[src/rtl/scope_pkg.sv]
// Shared types and default geometry for the oscilloscope capture sequencer.
package scope_pkg;

  localparam int ADDR_WIDTH = 8;
  localparam int DATA_WIDTH = 71;
  localparam int DEPTH      = 2 ** ADDR_WIDTH;

  typedef enum logic [2:0] {
    ST_IDLE,
    ST_PRE_FILL,
    ST_WAIT_TRIG,
    ST_POST_FILL,
    ST_READOUT
  } scope_state_t;

endpackage

[src/rtl/scope_rd_skid.sv]
// Two-entry output buffer that absorbs the one-cycle RAM read latency.
// Entry 0 is always the head, so out_data/out_last come straight from a flop.
module scope_rd_skid #(
  parameter int DATA_WIDTH = 71
) (
  input  logic                  clk,
  input  logic                  rst_n,
  input  logic                  flush,
  input  logic                  push,
  input  logic [DATA_WIDTH-1:0] push_data,
  input  logic                  push_last,
  output logic                  out_valid,
  output logic [DATA_WIDTH-1:0] out_data,
  output logic                  out_last,
  input  logic                  out_ready,
  output logic                  can_issue
);

  logic [DATA_WIDTH:0] ent0_q, ent0_d;
  logic [DATA_WIDTH:0] ent1_q, ent1_d;
  logic [1:0]          occ_q, occ_d;
  logic [1:0]          occ_after;
  logic [2:0]          committed;
  logic                pop;

  assign out_valid = (occ_q != 2'd0);
  assign out_data  = ent0_q[DATA_WIDTH-1:0];
  assign out_last  = ent0_q[DATA_WIDTH];
  assign pop       = out_valid && out_ready;

  // A push this cycle is the read issued last cycle, i.e. the one in flight.
  assign committed = {1'b0, occ_q} + {2'b00, push} - {2'b00, pop};
  assign can_issue = (committed < 3'd2);

  always_comb begin
    ent0_d    = ent0_q;
    ent1_d    = ent1_q;
    occ_after = occ_q - {1'b0, pop};
    if (pop && (occ_q == 2'd2)) begin
      ent0_d = ent1_q;
    end
    if (push) begin
      if (occ_after == 2'd0) begin
        ent0_d = {push_last, push_data};
      end else begin
        ent1_d = {push_last, push_data};
      end
    end
    occ_d = occ_after + {1'b0, push};
    if (flush) begin
      occ_d = 2'd0;
    end
  end

  always_ff @(posedge clk or negedge rst_n) begin
    if (!rst_n) begin
      ent0_q <= '0;
      ent1_q <= '0;
      occ_q  <= 2'd0;
    end else begin
      ent0_q <= ent0_d;
      ent1_q <= ent1_d;
      occ_q  <= occ_d;
    end
  end

endmodule

[src/rtl/scope_capture_ctrl.sv]
// Capture/readout sequencer: ring-buffered pre/post-trigger capture into the
// sample RAM, then oldest-first streaming of the full record.
module scope_capture_ctrl #(
  parameter int ADDR_WIDTH = scope_pkg::ADDR_WIDTH,
  parameter int DATA_WIDTH = scope_pkg::DATA_WIDTH
) (
  input  logic                  clk,
  input  logic                  rst_n,
  input  logic                  arm,
  input  logic                  abort,
  input  logic [ADDR_WIDTH-1:0] pre_len,
  input  logic                  trig,
  input  logic                  sample_valid,
  input  logic [DATA_WIDTH-1:0] sample_data,
  output logic                  ram_wr_en,
  output logic [ADDR_WIDTH-1:0] ram_wr_addr,
  output logic [DATA_WIDTH-1:0] ram_wr_data,
  output logic [ADDR_WIDTH-1:0] ram_rd_addr,
  input  logic [DATA_WIDTH-1:0] ram_rd_data,
  output logic                  out_valid,
  input  logic                  out_ready,
  output logic [DATA_WIDTH-1:0] out_data,
  output logic                  out_last,
  output logic                  busy,
  output logic                  done
);
  import scope_pkg::*;

  localparam int DEPTH = 2 ** ADDR_WIDTH;
  localparam logic [ADDR_WIDTH:0] RD_TOTAL = (ADDR_WIDTH+1)'(DEPTH);
  localparam logic [ADDR_WIDTH:0] RD_FINAL = (ADDR_WIDTH+1)'(DEPTH - 1);
  localparam logic [ADDR_WIDTH-1:0] ONE    = ADDR_WIDTH'(1);

  scope_state_t          state_q, state_d;
  logic [ADDR_WIDTH-1:0] wr_ptr_q, wr_ptr_d;
  logic [ADDR_WIDTH-1:0] pre_len_q, pre_len_d;
  logic [ADDR_WIDTH-1:0] post_cnt_q, post_cnt_d;
  logic [ADDR_WIDTH-1:0] trig_addr_q, trig_addr_d;
  logic [ADDR_WIDTH-1:0] rd_ptr_q, rd_ptr_d;
  logic [ADDR_WIDTH:0]   rd_cnt_q, rd_cnt_d;
  logic                  rd_inflight_q, rd_inflight_d;
  logic                  rd_last_q, rd_last_d;
  logic                  done_q, done_d;
  logic                  wr_fire, rd_issue, can_issue, beat_fire;

  assign wr_fire  = sample_valid &&
                    (state_q inside {ST_PRE_FILL, ST_WAIT_TRIG, ST_POST_FILL});
  assign rd_issue = (state_q == ST_READOUT) && !abort &&
                    (rd_cnt_q != RD_TOTAL) && can_issue;
  assign beat_fire = out_valid && out_ready;

  always_comb begin
    state_d       = state_q;
    wr_ptr_d      = wr_ptr_q;
    pre_len_d     = pre_len_q;
    post_cnt_d    = post_cnt_q;
    trig_addr_d   = trig_addr_q;
    rd_ptr_d      = rd_ptr_q;
    rd_cnt_d      = rd_cnt_q;
    rd_inflight_d = rd_issue;
    rd_last_d     = rd_issue && (rd_cnt_q == RD_FINAL);
    done_d        = 1'b0;

    if (wr_fire) wr_ptr_d = wr_ptr_q + ONE;
    if (rd_issue) begin
      rd_ptr_d = rd_ptr_q + ONE;
      rd_cnt_d = rd_cnt_q + 1'b1;
    end

    case (state_q)
      ST_IDLE: begin
        if (arm) begin
          pre_len_d = pre_len;
          wr_ptr_d  = '0;
          state_d   = (pre_len == '0) ? ST_WAIT_TRIG : ST_PRE_FILL;
        end
      end
      ST_PRE_FILL: begin
        if (wr_fire && (wr_ptr_q == pre_len_q - ONE)) state_d = ST_WAIT_TRIG;
      end
      ST_WAIT_TRIG: begin
        if (wr_fire && trig) begin
          trig_addr_d = wr_ptr_q;
          // DEPTH - pre_len - 1 modulo DEPTH is just the bitwise complement.
          post_cnt_d  = ~pre_len_q;
          if (pre_len_q == '1) begin
            state_d  = ST_READOUT;
            rd_ptr_d = wr_ptr_q - pre_len_q;
            rd_cnt_d = '0;
          end else begin
            state_d = ST_POST_FILL;
          end
        end
      end
      ST_POST_FILL: begin
        if (wr_fire) begin
          post_cnt_d = post_cnt_q - ONE;
          if (post_cnt_q == ONE) begin
            state_d  = ST_READOUT;
            rd_ptr_d = trig_addr_q - pre_len_q;
            rd_cnt_d = '0;
          end
        end
      end
      ST_READOUT: begin
        if (beat_fire && out_last) begin
          state_d = ST_IDLE;
          done_d  = 1'b1;
        end
      end
      default: state_d = ST_IDLE;
    endcase

    // Abort drops any read still in the RAM pipeline along with buffered beats.
    if (abort) begin
      state_d       = ST_IDLE;
      done_d        = 1'b0;
      rd_inflight_d = 1'b0;
      rd_last_d     = 1'b0;
    end
  end

  always_ff @(posedge clk or negedge rst_n) begin
    if (!rst_n) begin
      state_q       <= ST_IDLE;
      wr_ptr_q      <= '0;
      pre_len_q     <= '0;
      post_cnt_q    <= '0;
      trig_addr_q   <= '0;
      rd_ptr_q      <= '0;
      rd_cnt_q      <= '0;
      rd_inflight_q <= 1'b0;
      rd_last_q     <= 1'b0;
      done_q        <= 1'b0;
    end else begin
      state_q       <= state_d;
      wr_ptr_q      <= wr_ptr_d;
      pre_len_q     <= pre_len_d;
      post_cnt_q    <= post_cnt_d;
      trig_addr_q   <= trig_addr_d;
      rd_ptr_q      <= rd_ptr_d;
      rd_cnt_q      <= rd_cnt_d;
      rd_inflight_q <= rd_inflight_d;
      rd_last_q     <= rd_last_d;
      done_q        <= done_d;
    end
  end

  scope_rd_skid #(.DATA_WIDTH(DATA_WIDTH)) u_skid (
    .clk       (clk),
    .rst_n     (rst_n),
    .flush     (abort),
    .push      (rd_inflight_q),
    .push_data (ram_rd_data),
    .push_last (rd_last_q),
    .out_valid (out_valid),
    .out_data  (out_data),
    .out_last  (out_last),
    .out_ready (out_ready),
    .can_issue (can_issue)
  );

  assign ram_wr_en   = wr_fire;
  assign ram_wr_addr = wr_ptr_q;
  assign ram_wr_data = sample_data;
  assign ram_rd_addr = rd_ptr_q;
  assign busy        = (state_q != ST_IDLE);
  assign done        = done_q;

endmodule

[config.mk]
export PLATFORM = sky130hd
export DESIGN_NAME = scope_capture_ctrl
export DESIGN_NICKNAME = d
export VERILOG_FILES = /design/src/rtl/scope_pkg.sv /design/src/rtl/scope_rd_skid.sv /design/src/rtl/scope_capture_ctrl.sv
export SDC_FILE = /design/constraint.sdc
export NUM_CORES = 1
export LEC_CHECK = 0
export BUFFER_PORTS_ARGS = -buffer_cell sky130_fd_sc_hd__buf_2
export CAP_MARGIN = 10
export CORE_MARGIN = 3
export CORE_UTILIZATION = 45
export CTS_CLUSTER_DIAMETER = 40
export DETAILED_ROUTE_END_ITERATION = 10
export GPL_ROUTABILITY_DRIVEN = 0
export GPL_TIMING_DRIVEN = 0
export PLACE_DENSITY = 0.72
export SYNTH_ARGS = -nofsm -noshare
export SYNTH_HDL_FRONTEND = slang
export SYNTH_SLANG_ARGS = --single-unit
[constraint.sdc]
create_clock -name clk -period 4.37 [get_ports clk]
set_clock_uncertainty 0.05 [all_clocks]
set_input_delay 0 -clock clk [delete_from_list [all_inputs] [get_ports clk]]
set_output_delay 0 -clock clk [all_outputs]
set_load 0.01 [all_outputs]
---- After elaboration in Yosys (flattened, before gate mapping) ----
Index checks and enable logic that the tools add are counted.
storage, ports and cells
  register bits after elaboration ......... 201
  logic and storage cells ................. 105
operators by class
  add/sub/neg operators ................... 11
  $lt $le $gt $ge ......................... 1
  eq/ne operators ......................... 18
  mux-type cells .......................... 37
  bitwise logic cells ..................... 2
  reductions and logical operators ........ 23
operator list
  operator             number
  $mux 72              3
  $mux 8               10
  $mux 9               5
  $pmux 8 s2           2
  $mux 3               8
  $pmux 9 s2           1
  $add 8x1->8 const B  2
  $sub 8x1->8 const B  2
  $sub 8x8->8          2
  $pmux 3 s5           1
  $ne 3x2->1 const B   4
  $logic_and 1x1->1    10
  $add 9x1->9 const B  1
  $eq 9x8->1 const B   1
  $ne 9x9->1 const B   1
  $eq 8x1->1 const B   1
  $eq 8x8->1           1
  $eq 8x8->1 const B   1
  $logic_not 8->1      1
  $not 8->8            1
  $eq 3x2->1 const B   2
  $ne 3x3->1 const B   2
  $reduce_and 2->1     3
  $reduce_and 6->1     1
  19 further kinds     26

---- Depth between registers and ports, before layout ----
  depth in word-level cells ............... 9
  mapped depth ............................ 12
  gate-level depth less buffers ........... 12

---- Cells and area by module ----
From an unflattened synthesis, not the netlist that was laid out.
unflattened totals
  cell total of the unflattened synthesis .. 1036
  area total of the unflattened synthesis .. 10334.9 um^2
modules (own cells, without submodules)
  module              instances  cells each  area an instance (um^2)  seq. area each (um^2)
  scope_rd_skid       1          565         6107.1                   3653.5
  scope_capture_ctrl  1          471         4227.8                   1376.3

---- Worst setup path before layout ----
No wires, ideal clock.
  path kind ............................... reg-to-reg
  from .................................... register u_skid.occ_q[1]
  to ...................................... register rd_cnt_q[6]
  setup time .............................. 0.131 ns
  arrival time ............................ 2.572 ns
  data required time ...................... 4.189 ns
  setup slack ............................. 1.617 ns
  cell stages (with the launch flop) ...... 13
  path buffers ............................ 1
  period minus slack after synthesis ...... 2.753 ns
  path through ............................ dfrtp_1 > o21a_1 > ha_1 > inv_1 > nand2_1 > fa_1 > xnor2_1 > nand3_1 > a21oi_1 > buf_2 > nand3_1 > xor2_1 > nor2_1
between the ends
  longest elaborated chain between the ends .. 9
RTL lines
  what                                                 RTL line                                            text
  start: declaration                                   scope_rd_skid.sv:21                                 logic [1:0] occ_q, occ_d;
  start signal: assignment                             scope_rd_skid.sv:59                                 occ_q <= 2'd0;
  start signal: assignment                             scope_rd_skid.sv:63                                 occ_q <= occ_d;
  branches (longest 2 deep; another with $add 2x1->3)  -
  $sub 3x1->3 *                                        scope_rd_skid.sv:32                                 assign committed = {1'b0, occ_q} + {2'b00, push} - {2'b00, pop};
  $lt 3x2->1 *                                         scope_rd_skid.sv:33                                 assign can_issue = (committed < 3'd2);
  $logic_and 1x1->1 *                                  scope_capture_ctrl.sv:49                            (rd_cnt_q != RD_TOTAL) && can_issue;
  $mux 9 *                                             scope_capture_ctrl.sv:65                            if (rd_issue) begin
  $mux 9, on equally long branches                     scope_capture_ctrl.sv:98, scope_capture_ctrl.sv:86
  $mux 9, on equally long branches                     scope_capture_ctrl.sv:96, scope_capture_ctrl.sv:82
  $pmux 9 s2 *                                         scope_capture_ctrl.sv:70                            case (state_q)
  via rd_cnt_d[6]                                      scope_capture_ctrl.sv:40                            logic [ADDR_WIDTH:0] rd_cnt_q, rd_cnt_d;
  end signal: assignment                               scope_capture_ctrl.sv:142                           rd_cnt_q <= rd_cnt_d;
  end: declaration                                     scope_capture_ctrl.sv:40
Mark *: on every way through the listed nets, which the timed path passes.
A chain may end at the register's enable or synchronous reset.

---- Worst setup path after layout ----
  from .................................... register u_skid.occ_q[1]
  to ...................................... register u_skid.ent0_q[22]
between the ends
  longest elaborated chain between the ends .. 6
RTL lines
  what                                                     RTL line                                  text
  $reduce_bool 2->1                                        scope_rd_skid.sv:26                       assign out_valid = (occ_q != 2'd0);
  $logic_and 1x1->1                                        scope_rd_skid.sv:29                       assign pop = out_valid && out_ready;
  $sub 2x1->2 / $logic_and 1x1->1 (equally long branches)  scope_rd_skid.sv:38, scope_rd_skid.sv:39
  $logic_not 2->1 / $mux 72 (equally long branches)        scope_rd_skid.sv:43, scope_rd_skid.sv:39
  $mux 72                                                  scope_rd_skid.sv:43                       if (occ_after == 2'd0) begin
  $mux 72 *                                                scope_rd_skid.sv:42                       if (push) begin
  via u_skid.ent0_d[22]                                    scope_rd_skid.sv:19                       logic [DATA_WIDTH:0] ent0_q, ent0_d;
  end signal: assignment                                   scope_rd_skid.sv:61                       ent0_q <= ent0_d;
  end: declaration                                         scope_rd_skid.sv:19
Mark *: on every way through the listed nets, which the timed path passes. The rest lies on a longest branch.

==> flow_summary.ini <==
[status]
status = finished, violations left
violations = hold timing

[critical_path]
slowest_delay_ns = 0.52
cp-startpoint = u_skid.occ_q[1]$_DFF_PN0_
crit_path_end_kind = flop
crit_required_ns = 4.77
r2r-start = u_skid.occ_q[1]$_DFF_PN0_
cp_top_family = buffers and inverters
crit_arrival_ns = 3.71
slowest_stage = nor3b_1
cp-start-kind = flop
worst-path-max-fanout = 10
crit_chain = o21a_1, ha_1, inv_1, ha_1, nor3b_1, buf_4, clkbuf_1, clkbuf_1, nand2_1, o21ai_0
crit_type = reg -> reg
path_buf_inv = 4

[timing]
max_slew_margin = 0.402
fin_setup_tns_ns = 0
fmax_ghz = 0.302
layout_min_cycle_time_ns = 3.31
hold_viol_final = 2
finalCritPeriodShare = 0.757
tightest_slew_ns = 0.891
rsz0062_at_grt = false
hold_ws_ns = -0.0148
slew_violations = 0
setup-violations-final = 0
setup_ws_ns = 1.06

[synthesis]
postSynthAreaPerCell_um2 = 10.9
synth_area_leaders = dfrtp_1 (49%), mux2_2 (8.8%), mux2i_1 (7.4%)
synth_seq_cells = 201
synth_ff_type = dfrtp_1
synth.largest_area_cell = dfrtp_1
synth_most_common_cell = dfrtp_1
synth_cells = 939
ys_async_sr_fraction = 1.00
synth_seq_area_share = 0.493
synth_edf_count = 0
yosysWarnings = 0
synth_nets = 1125
ys_types = 56
synth_area_um2 = 10200
netlist.area_leader.share = 0.493
synth.top_cells.by_count = dfrtp_1 (201), nand2_1 (103), o21ai_0 (98)

[floorplan]
coreArea_um2 = 22100
dieHeight_um = 157
num_io_pins = 320
die_w_um = 157
rows = 54
fp.dieArea_um2 = 24500
start_util = 0.462

[placed_design]
pre_cts_ws_ns = 1.04
dp_hpwl_um = 18500
portBuffers = 247
placed_area_um2 = 11800

[clock_tree]
clk_path_buf_depth = 3
cts_resized = 0
cts_tree = built
cts.sinks = 201
insertion_delay_ns = 0.55
cts_inserted_buffers = 31
h-tree-depth = 1
postCtsSetupRepairBufs = 0
path_clk_slew_ns = 0.06
cts-root-buf = clkbuf_16
cts_hold_buf = 88

[route]
wirelength_um = 26900
vias = 8286
antenna_left = 0
dr.pass1.iters = 5
wire_per_inst_um = 16.7
drc = 0
drt_iter0_markers = 473
vias_per_cell = 5.13

[global_route]
grt_pass1_wl_um = 42700
grt_max_degree = 112
grt_usage = 0.211
overflow = 0
antenna_found_initial = 1
grt_pass1_vias = 8489

[finish]
final_cell_area_um2 = 13900
nNetsFinal = 1495
drive_gt1_frac = 0.348
area_growth_pct = 35.7

[power]
total_power_mw = 8.48
irDropWorstVdd_mv = 0.385
p_leak_nw = 7.25
power.density_nw_per_um2 = 612

[hold_path]
min_path_type = in -> async

[flow_run]
cap_violations = 0
==> state kept, by name, indices dropped and copies added, names as in the netlist <==
signal         flops
u_skid.ent0_q     72
u_skid.ent1_q     72
rd_cnt_q           9
post_cnt_q         8
pre_len_q          8
ram_rd_addr        8
ram_wr_addr        8
trig_addr_q        8
state_q            3
u_skid.occ_q       2
done               1
rd_inflight_q      1
rd_last_q          1
==> logic make-up after synthesis <==
group,Yosys count,synth area share
AO/OA/AOI/OAI,155,0.0881
multiplexers,156,0.163
flip-flops,201,0.493
AND/OR/NAND/NOR,208,0.0963
buffers and inverters,144,0.0832
adder cells (fa/ha/maj),29,0.0377
XOR/XNOR,46,0.0395
==> per-stage QoR <==
step,utilization,cells
floorplan,-,939
global placement,0.534,1466
global route,0.627,1614
CTS,0.627,1613
finish,0.627,1614
detailed placement,0.536,1468
==> cell type report <==
type	instances	area (µm²)
tap	280	350
inverter	26	97.6
clock inverter	18	293
timing repair buffer	337	2160
fill	1697	8240
clock buffer	39	836
multi-input combinational	594	4330
sequential	201	5030
buffer	118	752
antenna	1	2.50
==> path summary, 6_finish.rpt <==
check	slack (ns)	endpoint	cells after the start
min	-0.01	u_skid.ent0_q[7]$_DFF_PN0_	2
max	1.06	u_skid.ent0_q[22]$_DFF_PN0_	10
max in group asynchronous	3.29	post_cnt_q[1]$_DFFE_PN0P_	3
min in group clk	0.05	state_q[0]$_DFFE_PN0P_	5
min reg2reg	0.43	u_skid.ent0_q[71]$_DFF_PN0_	2
max reg2reg	1.06	u_skid.ent0_q[22]$_DFF_PN0_	10
==> placed cells by master (no fill, tap or decap), drive strengths merged, types with 26 or more instances in the layout <==
cell type,count
ha,26
nand2,103
o21ai,99
inv,33
nor2,36
mux2i,76
dfrtp,201
clkbuf,77
mux2,80
dlygate4sd3,88
buf,329
==> routing by layer <==
metal / part of all wire / global-route usage / vias up
li1: - / - / 3944
met1: 0.42 / 0.265 / 3997
met2: 0.50 / 0.374 / 291
met3: 0.059 / 0.0387 / 54
met4: 0.026 / 0.0609 / 0
met5: 0 / 0 / -
==> power breakdown <==
part	leakage, nW	internal (mW)	switching, mW	total, mW
registers	2.62	2.50	0.451	2.95
clock network	0.556	1.73	0.910	2.64
logic	4.07	1.36	1.52	2.89
total	7.25	5.60	2.89	8.48
No activity file was read; power rests on OpenSTA's default activity.
